<file path="src/rtl/serial_adder.sv">
// Bit-serial ripple adder: one full-adder slice and a carry flop process the
// operands LSB first, producing a registered sum/carry with a one-cycle done pulse.
module serial_adder #(
  parameter int WIDTH = 8
) (
  input  logic             clk,
  input  logic             rst,
  input  logic             start,
  input  logic [WIDTH-1:0] a,
  input  logic [WIDTH-1:0] b,
  input  logic             cin,
  output logic             busy,
  output logic             done,
  output logic [WIDTH-1:0] sum,
  output logic             cout
);

  localparam int CNT_W = $clog2(WIDTH + 1);
  localparam logic [CNT_W-1:0] LAST_BIT = CNT_W'(WIDTH - 1);

  typedef enum logic [1:0] {
    S_IDLE,
    S_SHIFT,
    S_DONE
  } state_t;

  state_t           state_q, state_d;
  logic [WIDTH-1:0] ra_q, ra_d;
  logic [WIDTH-1:0] rb_q, rb_d;
  logic [WIDTH-1:0] rs_q, rs_d;
  logic             c_q, c_d;
  logic [CNT_W-1:0] cnt_q, cnt_d;
  logic [WIDTH-1:0] sum_q, sum_d;
  logic             cout_q, cout_d;
  logic             busy_q, busy_d;
  logic             done_q, done_d;

  logic             s_bit;
  logic             c_next;
  logic [WIDTH:0]   rs_ext;

  always_comb begin
    state_d = state_q;
    ra_d    = ra_q;
    rb_d    = rb_q;
    rs_d    = rs_q;
    c_d     = c_q;
    cnt_d   = cnt_q;
    sum_d   = sum_q;
    cout_d  = cout_q;

    s_bit  = ra_q[0] ^ rb_q[0] ^ c_q;
    c_next = (ra_q[0] & rb_q[0]) | (c_q & (ra_q[0] ^ rb_q[0]));
    // New bit enters at the MSB; the concatenation keeps the slice legal for WIDTH=1.
    rs_ext = {s_bit, rs_q};

    case (state_q)
      S_IDLE: begin
        if (start) begin
          ra_d    = a;
          rb_d    = b;
          c_d     = cin;
          cnt_d   = '0;
          rs_d    = '0;
          state_d = S_SHIFT;
        end
      end
      S_SHIFT: begin
        c_d   = c_next;
        ra_d  = ra_q >> 1;
        rb_d  = rb_q >> 1;
        rs_d  = rs_ext[WIDTH:1];
        cnt_d = cnt_q + 1'b1;
        if (cnt_q == LAST_BIT) begin
          sum_d   = rs_ext[WIDTH:1];
          cout_d  = c_next;
          state_d = S_DONE;
        end
      end
      S_DONE: begin
        state_d = S_IDLE;
      end
      default: begin
        state_d = S_IDLE;
      end
    endcase

    busy_d = (state_d == S_SHIFT);
    done_d = (state_d == S_DONE);
  end

  always_ff @(posedge clk or posedge rst) begin
    if (rst) begin
      state_q <= S_IDLE;
      ra_q    <= '0;
      rb_q    <= '0;
      rs_q    <= '0;
      c_q     <= 1'b0;
      cnt_q   <= '0;
      sum_q   <= '0;
      cout_q  <= 1'b0;
      busy_q  <= 1'b0;
      done_q  <= 1'b0;
    end else begin
      state_q <= state_d;
      ra_q    <= ra_d;
      rb_q    <= rb_d;
      rs_q    <= rs_d;
      c_q     <= c_d;
      cnt_q   <= cnt_d;
      sum_q   <= sum_d;
      cout_q  <= cout_d;
      busy_q  <= busy_d;
      done_q  <= done_d;
    end
  end

  assign busy = busy_q;
  assign done = done_q;
  assign sum  = sum_q;
  assign cout = cout_q;

endmodule

</file>
<file path="config.mk">
export PLATFORM = sky130hd
export DESIGN_NAME = serial_adder
export DESIGN_NICKNAME = d
export VERILOG_FILES = /design/src/rtl/serial_adder.sv
export SDC_FILE = /design/constraint.sdc
export NUM_CORES = 1
export LEC_CHECK = 0
export ABC_AREA = 1
export BUFFER_PORTS_ARGS = -buffer_cell sky130_fd_sc_hd__buf_2
export CAP_MARGIN = 20
export CORE_MARGIN = 5
export CORE_UTILIZATION = 49
export CTS_CLUSTER_SIZE = 8
export DETAILED_ROUTE_END_ITERATION = 6
export HOLD_SLACK_MARGIN = 0.05
export PLACE_DENSITY = 0.79
export RECOVER_POWER = 100
export SLEW_MARGIN = 20
export SYNTH_ARGS = -nofsm -noshare
export SYNTH_HDL_FRONTEND = slang
export SYNTH_SLANG_ARGS = --single-unit
</file>
<file path="constraint.sdc">
create_clock -name clk -period 1.18 [get_ports clk]
set_input_delay 0.236 -clock clk [delete_from_list [all_inputs] [get_ports clk]]
set_output_delay 0.236 -clock clk [all_outputs]
set_load 0.05 [all_outputs]
</file>
* Yosys cells after proc, flatten, opt, wreduce, memory -nomap -nowiden
Index checks and enable logic that the tools add are counted.
Widths: inputs -> output; s select.
** Word-level totals
- Register bits :: 42
- Bits in latches :: 0
- RAM bits :: 0
- Memory bits (read-only) :: 0
- Input port bits :: 20
- Output and inout bits :: 11
- Memories :: 0
** Cells by class
- $add $sub $neg :: 1
- Multiply operators :: 0
- Divide/modulo/power cells :: 0
- $lt $le $gt $ge :: 0
- Equal/unequal tests :: 5
- Shift operators :: 0
- Multiplexer cells :: 13
- Bitwise gates (word level) :: 5
- Reductions and logical operators :: 4
** Operators with widths (number)
- $pmux 8 s2 :: 3
- $mux 8 :: 3
- $pmux 4 s2 :: 1
- $add 4x1->4 const B :: 1
- $eq 2x1->1 const B :: 2
- $eq 4x3->1 const B :: 1
- $mux 2 :: 2
- $mux 4 :: 1
- $pmux 2 s2 :: 1
- $reduce_and 2->1 :: 2
- $and 1x1->1 :: 2
- $eq 2x2->1 const B :: 1
- $logic_not 2->1 :: 1
- $ne 2x2->1 const B :: 1
- $pmux 1 s2 :: 1
- $reduce_bool 2->1 :: 1
- $xor 1x1->1 :: 2
- $mux 1 :: 1
- $or 1x1->1 :: 1

* Longest topological paths before layout
Gate-level depths: netlist of the first run.
- Depth in word-level cells :: 4
- Gate-level depth with buffers :: 6

* Least setup slack after synthesis of the first run
Ideal clock, no wire load.
- Path kind :: register to register
- Start point :: register ra_q[0]
- End point :: register sum_q[7] (netlist: sum[7])
- Arrival time :: 1.029 ns
- Data required time :: 1.062 ns
- Slack :: 0.034 ns
- Cell stages (with the launch flop) :: 6
- Clock period less this slack :: 1.146 ns
- Cells stage by stage :: dfrtp_1 > inv_1 > fa_1 > inv_1 > nand2_1 > nand2_1
** On the way
- Word-level cells in the longest chain between the ends :: 2
** Ends and longest elaborated chain
- start, declared :: line 28 : logic [WIDTH-1:0] ra_q, ra_d;
- start signal, assigned :: line 106 : ra_q <= ra_d;
- $xor 1x1->1 (2 in a row) :: line 52 : s_bit = ra_q[0] ^ rb_q[0] ^ c_q;
- end signal, assigned :: line 111 : sum_q <= sum_d;
- end, declared :: line 33 : logic [WIDTH-1:0] sum_q, sum_d;
No other way between the ends.
A chain may end at the register's enable or synchronous reset.

* Final worst setup path of the first run
- Start point :: register c_q
- End point :: register sum_q[7] (netlist: sum[7])
** On the way
- Word-level cells in the longest chain between the ends :: 1
** Ends and longest elaborated chain
- start, declared :: line 31 : logic c_q, c_d;
- start signal, assigned :: line 98 : c_q <= 1'b0;
- start signal, assigned :: line 109 : c_q <= c_d;
- $xor 1x1->1 :: line 52
No other way between the ends.

==> results.json, run 1 <==
{
  "synth_top_family_by_area": "simple AND/OR/NAND/NOR gates",
  "drt-total-wl_microns": 3880,
  "final.min_clock_period_ns": 1.26,
  "setup.worst_path.end_class": "flip-flop",
  "cp-start-kind": "flip-flop",
  "final_max_slew_viols": 0,
  "synth_most_common_cell": "sky130_fd_sc_hd__nand2_1",
  "synthMuxAreaShare_pct": 0,
  "worst-endpoint-required_ns": 1.44,
  "final.setup_skew_ns": 0.0142,
  "setup_ws_ns": -0.0781,
  "p_leak_nw": 1.20,
  "met2WireLength_microns": 2020,
  "synth-edff-count": 0,
  "max-vdd-ir-drop_uv": 978,
  "worst_path_dominant_cell_family": "adder cells",
  "core-area_sq_mm": 0.00336,
  "drt-pass1-iter-count": 4,
  "synth_compound_area_share_pct": 2.90,
  "synth-main-ff-cell": "sky130_fd_sc_hd__dfrtp_1",
  "top_post_synthesis_cells_by_area": "sky130_fd_sc_hd__dfrtp_1 (59%), sky130_fd_sc_hd__nand2_1 (16%), sky130_fd_sc_hd__nand3_1 (12%), sky130_fd_sc_hd__inv_1 (3.3%), sky130_fd_sc_hd__buf_2 (1.5%)",
  "netlist_area_sq_mm": 0.00173,
  "hold_violations": 0,
  "effective_utilization_at_floorplan_pct": 51.3,
  "clock-sinks": 41,
  "die-area_sq_mm": 0.00481,
  "cp_slowest_cell": "sky130_fd_sc_hd__fa_1",
  "synth_nets": 219,
  "htreeDepth": 2,
  "port-buffer-count": 30,
  "drt-met1-wl_microns": 1560,
  "place.detailed.hpwl_microns": 2340,
  "ys_seq_area_share_pct": 59.5,
  "drive_above_1_share_pct": 33.6,
  "place_inst": 277,
  "setup_tns_ns": -0.338,
  "synth.top_cells.by_count": "sky130_fd_sc_hd__nand2_1 (72), sky130_fd_sc_hd__dfrtp_1 (41), sky130_fd_sc_hd__nand3_1 (40)",
  "ys_async_sr_fraction_pct": 100,
  "grt_first_pass_wirelength_microns": 6260,
  "timing.final.crit_share_pct": 107,
  "post-place-ws_ns": -0.0689,
  "clockRootBuffer": "sky130_fd_sc_hd__clkbuf_4",
  "tritoncts": "built",
  "final_net_count": 274,
  "synth_top_area_cell": "sky130_fd_sc_hd__dfrtp_1",
  "floorplan.die.width_microns": 69.3,
  "postSynthAreaPerCell_sq_um": 8.76,
  "cp_cell_sequence": "inv_2 > fa_1 > inv_1 > nand2_1 > nand2_1",
  "arrival_ns": 1.52,
  "min_path_type": "in2reg",
  "netlist-cell-type-count": 18,
  "globalRouteTotalUtil_pct": 16.4,
  "synthesis.yosys.warnings": 0,
  "post-layout-total-power_mw": 6.41,
  "drt-vias-per-instance": 5.14,
  "synth_seq_cells": 41,
  "layout.cells.non_filler": 299,
  "layout-area-overhead-vs-synth_pct": 34.2,
  "die_h_microns": 69.3,
  "row_count": 21,
  "critical-path-max-stage-delay_ns": 0.57,
  "dr.first_iter.drc_count": 114,
  "violated_checks": "negative setup slack",
  "inserted_clock_buffers": 5,
  "clock_path_buffers": 2,
  "globalRoute.totalOverflow": 0,
  "grt_max_degree": 42,
  "rsz_0062_raised_after_global_routing": "true",
  "ioPinCount": 31,
  "route.met3.wl_microns": 220,
  "result_of_the_run": "finished with violations",
  "number_of_antenna_violations_at_the_first_check_in_global_routing": 0,
  "critical_path_peak_fanout": 2,
  "detailroute.via_count": 1536,
  "critical_path.most_common_cell": "sky130_fd_sc_hd__nand2_1",
  "first_global_vias": 1443,
  "synth_cells": 197,
  "power.density_mw_per_mm2": 2770,
  "maxCapViolCount": 0,
  "synth_xor_area_share_pct": 0,
  "yosys.area_share.adder_pct": 1.89,
  "ant_nets": 0,
  "gpl.final_weighted_congestion": 0.763,
  "yosysTopAreaCellShare_pct": 59.5,
  "timing_worst_slew_pin_value_ns": 0.539,
  "synth_simple_gate_area_share_pct": 29.9,
  "path_buf_inv": 2,
  "worst_slew_margin_rel_pct": 64.1,
  "fmax_mhz": 795,
  "crit_type": "reg2reg",
  "setup_violations": 12,
  "insertedDiodeCount": 0,
  "postLayoutCoreUtil_pct": 68.8,
  "highest-signal-layer": "met4",
  "clk_pin_slew_worst_paths_ns": 0.12,
  "wl_per_cell_microns": 13.0,
  "worst_skew_pair.late_latency_ns": 0.35,
  "post-route-drc-count": 0
}
==> final timing paths <==
check	startpoint	depth (start not counted)	to	slack (ns)
max	c_q	5	sum[7]	-0.08
min	b[7]	3	rb_q[7]	0.07
max reg2reg	c_q	5	sum[7]	-0.08
min reg2reg	rs_q[4]	2	sum[3]	0.48
max in group asynchronous	rst	4	sum[3]	0.20
min in group asynchronous	rst	4	rb_q[7]	0.61
==> state kept, by name, indices dropped and copies added, names as in the netlist <==
name / count
cnt_q: 4
c_q: 1
sum: 8
done: 1
state_q: 2
rs_q: 7
cout: 1
rb_q: 8
ra_q: 8
busy: 1
==> placed cells by master, fill, tap and decap left out, types with 2 or more instances in the layout <==
| cell | n |
|---|---|
| sky130_fd_sc_hd__nand2_1 | 63 |
| sky130_fd_sc_hd__dfrtp_1 | 41 |
| sky130_fd_sc_hd__nand3_1 | 39 |
| sky130_fd_sc_hd__buf_4 | 19 |
| sky130_fd_sc_hd__buf_2 | 18 |
| sky130_fd_sc_hd__buf_6 | 12 |
| sky130_fd_sc_hd__inv_1 | 9 |
| sky130_fd_sc_hd__nand2_2 | 7 |
| sky130_fd_sc_hd__clkbuf_4 | 7 |
| sky130_fd_sc_hd__inv_2 | 5 |
| sky130_fd_sc_hd__nand2_4 | 5 |
| sky130_fd_sc_hd__o22ai_1 | 4 |
| sky130_fd_sc_hd__nor2_1 | 3 |
| sky130_fd_sc_hd__nor2_4 | 2 |
| sky130_fd_sc_hd__o21ai_0 | 2 |
| sky130_fd_sc_hd__o21ai_1 | 2 |
| sky130_fd_sc_hd__clkbuf_8 | 2 |
==> worst reg2reg max path: stages, from the launching register on <==
cell and delay [ns]:
sky130_fd_sc_hd__dfrtp_1 0.38, sky130_fd_sc_hd__inv_2 0.05, sky130_fd_sc_hd__fa_1 0.57, sky130_fd_sc_hd__inv_1 0.05
sky130_fd_sc_hd__nand2_1 0.07, sky130_fd_sc_hd__nand2_1 0.05
==> per-stage QoR <==
step	hold WS [ns]	cell area [sq um]
floorplan	0.221	1730
global placement	0.296	2010
detailed placement	0.301	2010
CTS	0.0625	2180
global route	0.0565	2310
finish	0.0741	2310
==> final cells by class <==
class / count / area (sq um)
fill: 275 / 1050
sequential: 41 / 1030
multi-input combinational: 133 / 673
timing repair buffer: 55 / 422
inverter: 16 / 66.3
clock buffer: 7 / 65.1
tap: 46 / 57.6
clock inverter: 1 / 5.00
==> logic make-up after synthesis <==
group | count (synthesis)
AO/OA/AOI/OAI | 9
adder cells (fa/ha/maj) | 2
buffers and inverters | 24
flip-flops | 41
AND/OR/NAND/NOR | 121
==> timing repair <==
item	in CTS	in global routing
gates cloned	1	0
setup endpoints to repair	19	47
setup buffers	1	11
hold buffers	1	0
hold endpoints to repair	41	0
gates resized for setup	25	29
pin swaps	2	5
==> layer usage <==
layer / global-route usage [%] / vias up
li1: - / 742
met1: 18.8 / 741
met2: 28.5 / 47
met3: 4.93 / 6
met4: 6.51 / 0
met5: 0 / -
==> where the power goes <==
group	internal [mW]	switching, mW	leakage (nW)	total [mW]
Sequential	1.98	0.379	0.535	2.36
Combinational	1.30	1.97	0.626	3.27
Clock	0.345	0.426	0.0413	0.771
No activity file was read; power rests on OpenSTA's default activity.
==> run 2, diff against run 1 <==
Settings changed: HOLD_SLACK_MARGIN 0.05 to unset.
Clock period 1.18 ns to 1.1 ns, I/O delays scaled along.
==> run 2 against run 1 <==
The flow still finishes with violations (negative setup slack). Cell count rose by 4.0%. Combinational power rose by 62%. Highest routed layer unchanged. Global-route usage up 4.4 points. Largest cell class is now multi-input combinational cells. Die area unchanged. Worst setup slack got worse by 0.20 ns. Design area is 29% higher. Routed wire length grew 66%. First-iteration DRC count up 47%. Critical endpoint unchanged. Critical path type unchanged. Fmax shrank 8.8%.
==> results.json, run 2 (synthesized netlist as in run 1, its figures left out) <==
{
  "ff_to_ff_end": "sum[7]",
  "clock_path_buffers": 2,
  "drt-vias-per-instance": 5.75,
  "clk_pin_slew_worst_paths_ns": 0.15,
  "row_count": 21,
  "p_int_mw": 5.11,
  "cp_cell_sequence": "inv_2 > fa_1 > inv_1 > nand2_1 > nand2_1",
  "port-buffer-count": 30,
  "power.density_mw_per_mm2": 3110,
  "drt-pass1-iter-count": 4,
  "result_of_the_run": "finished with violations",
  "number_of_antenna_violations_at_the_first_check_in_global_routing": 0,
  "globalRouteTotalUtil_pct": 20.8,
  "min_path_type": "in2reg",
  "inserted_clock_buffers": 5,
  "p_leak_nw": 1.53,
  "critical_path.most_common_cell": "sky130_fd_sc_hd__nand2_1",
  "min_delay_path_depth": 3,
  "layout.cells.most_common_list": "sky130_fd_sc_hd__nand2_1 (43), sky130_fd_sc_hd__dfrtp_1 (39), sky130_fd_sc_hd__nand3_2 (33)",
  "layout_commonest_cell": "sky130_fd_sc_hd__nand2_1",
  "die-area_sq_mm": 0.00481,
  "floorplan.die.width_microns": 69.3,
  "setup.reg_to_reg.worst_slack_ns": -0.28,
  "grt_first_pass_wirelength_microns": 7950,
  "critical-path-max-stage-delay_ns": 0.58,
  "insertedDiodeCount": 0,
  "path_buf_inv": 2,
  "reg2regPathDepth": 5,
  "tritoncts": "built",
  "gpl.final_weighted_congestion": 0.779,
  "detailroute.via_count": 1789,
  "cp_num_cells": 5,
  "final_max_slew_viols": 0,
  "drive_above_1_share_pct": 60.4,
  "cp-start-kind": "flip-flop",
  "core-area_sq_mm": 0.00336,
  "globalRoute.totalOverflow": 0,
  "setup.worst_path.end_class": "flip-flop",
  "power.share.clock_pct": 13.4,
  "final.setup_skew_ns": 0.0263,
  "rsz_0062_raised_after_global_routing": "true",
  "clock-sinks": 41,
  "final_net_count": 286,
  "crit_type": "reg2reg",
  "worst_path_dominant_cell_family": "adder cells",
  "fmax_mhz": 725,
  "post-route-drc-count": 0,
  "cp_slowest_cell": "sky130_fd_sc_hd__fa_1",
  "layout-area-overhead-vs-synth_pct": 73.2,
  "swShare_pct": 45.0,
  "power.share.sequential_pct": 29.5,
  "effective_utilization_at_floorplan_pct": 51.3,
  "power.net_switching_mw": 4.19,
  "worst_skew_pair.late_latency_ns": 0.38,
  "arrival_ns": 1.67,
  "nFillCells": 140,
  "clockRootBuffer": "sky130_fd_sc_hd__clkbuf_4",
  "ant_nets": 0,
  "htreeDepth": 2,
  "violated_checks": "negative setup slack",
  "final.min_clock_period_ns": 1.38,
  "max-vdd-ir-drop_uv": 2120,
  "dr.first_iter.drc_count": 168,
  "hold_path_end": "ra_q[2]",
  "ioPinCount": 31,
  "critical_path_peak_fanout": 2,
  "die_h_microns": 69.3,
  "worst-endpoint-required_ns": 1.39,
  "worst_slew_margin_rel_pct": 63.3,
  "drt-total-wl_microns": 6430,
  "postLayoutCoreUtil_pct": 88.8,
  "post-layout-total-power_mw": 9.29,
  "setup_ws_ns": -0.280,
  "hold_violations": 0,
  "timing.final.crit_share_pct": 125,
  "power_frac_comb_pct": 57.1,
  "timing_worst_slew_pin_value_ns": 0.551,
  "setup_violations": 52,
  "place.detailed.hpwl_microns": 2470,
  "wl_per_cell_microns": 20.7,
  "post-place-ws_ns": -0.129,
  "timing.hold.worst.start": "a[2]",
  "grt_max_degree": 42,
  "maxCapViolCount": 0,
  "first_global_vias": 1703,
  "worst_r2r_startpoint": "ra_q[0]"
}
-- run 2: area by class of cell --
type | count | area, sq um | area share (%)
Clock buffer | 5 | 37.5 | 1.26
Clock inverter | 3 | 65.1 | 2.18
Inverter | 16 | 68.8 | 2.30
Multi-Input combinational cell | 134 | 1060 | 35.6
Sequential cell | 41 | 1030 | 34.4
Tap cell | 46 | 57.6 | 1.93
Timing Repair Buffer | 66 | 668 | 22.4
-- run 2: timing repair --
item	4_1_cts	5_1_grt
hold buffers	1	0
gates cloned	5	2
resized for setup	68	87
endpoints found under the hold margin	41	0
setup endpoints to repair	32	51
buffers inserted	10	7
pin swaps	10	29
-- run 2: routing by layer --
layer  vias to the layer above  wire (microns)  global-route usage [%]
li1                        772               -                       -
met1                       886            2360                    24.0
met2                        95            3250                    35.2
met3                        36             487                    5.80
met4                         0             335                    10.6
met5                         -               0                       0
-- run 2: per-stage QoR --
stage,instance area [sq um],instances,TNS [ns],hold slack [ns]
floorplan,1740,197,-0.0668,0.205
detailed placement,2050,279,-0.455,0.285
CTS,2560,303,-2.07,0.0462
global placement,2050,279,-0.483,0.278
global route,2990,311,-6.63,0.0496
finish,2990,311,-4.90,0.0525
-- run 2: worst min-delay path, delay by kind of cell --
kind / cells / cell delay [ns]
buffers and inverters: 1 / 0.10
AND/OR/NAND/NOR: 2 / 0.10
-- run 2: how the worst max path moves through the flow --
stage	from	to	slack, ns
floorplan	ra_q[0]	sum[7]	-0.05
global placement	state_q[1]	cout	-0.07
detailed placement	ra_q[0]	sum[7]	-0.13
CTS	c_q	sum[7]	-0.12
global route	ra_q[0]	sum[7]	-0.30
finish	ra_q[0]	sum[7]	-0.28
-- run 2: power groups by stage --
stage	Combinational, mW	Clock [mW]	Sequential [mW]
final	5.30	1.25	2.74
after detailed placement	2.96	0	2.49
after floorplan	1.43	0	3.04
after global placement	2.89	0	2.46
after CTS	3.97	1.23	2.54
after global routing	5.56	1.32	2.79
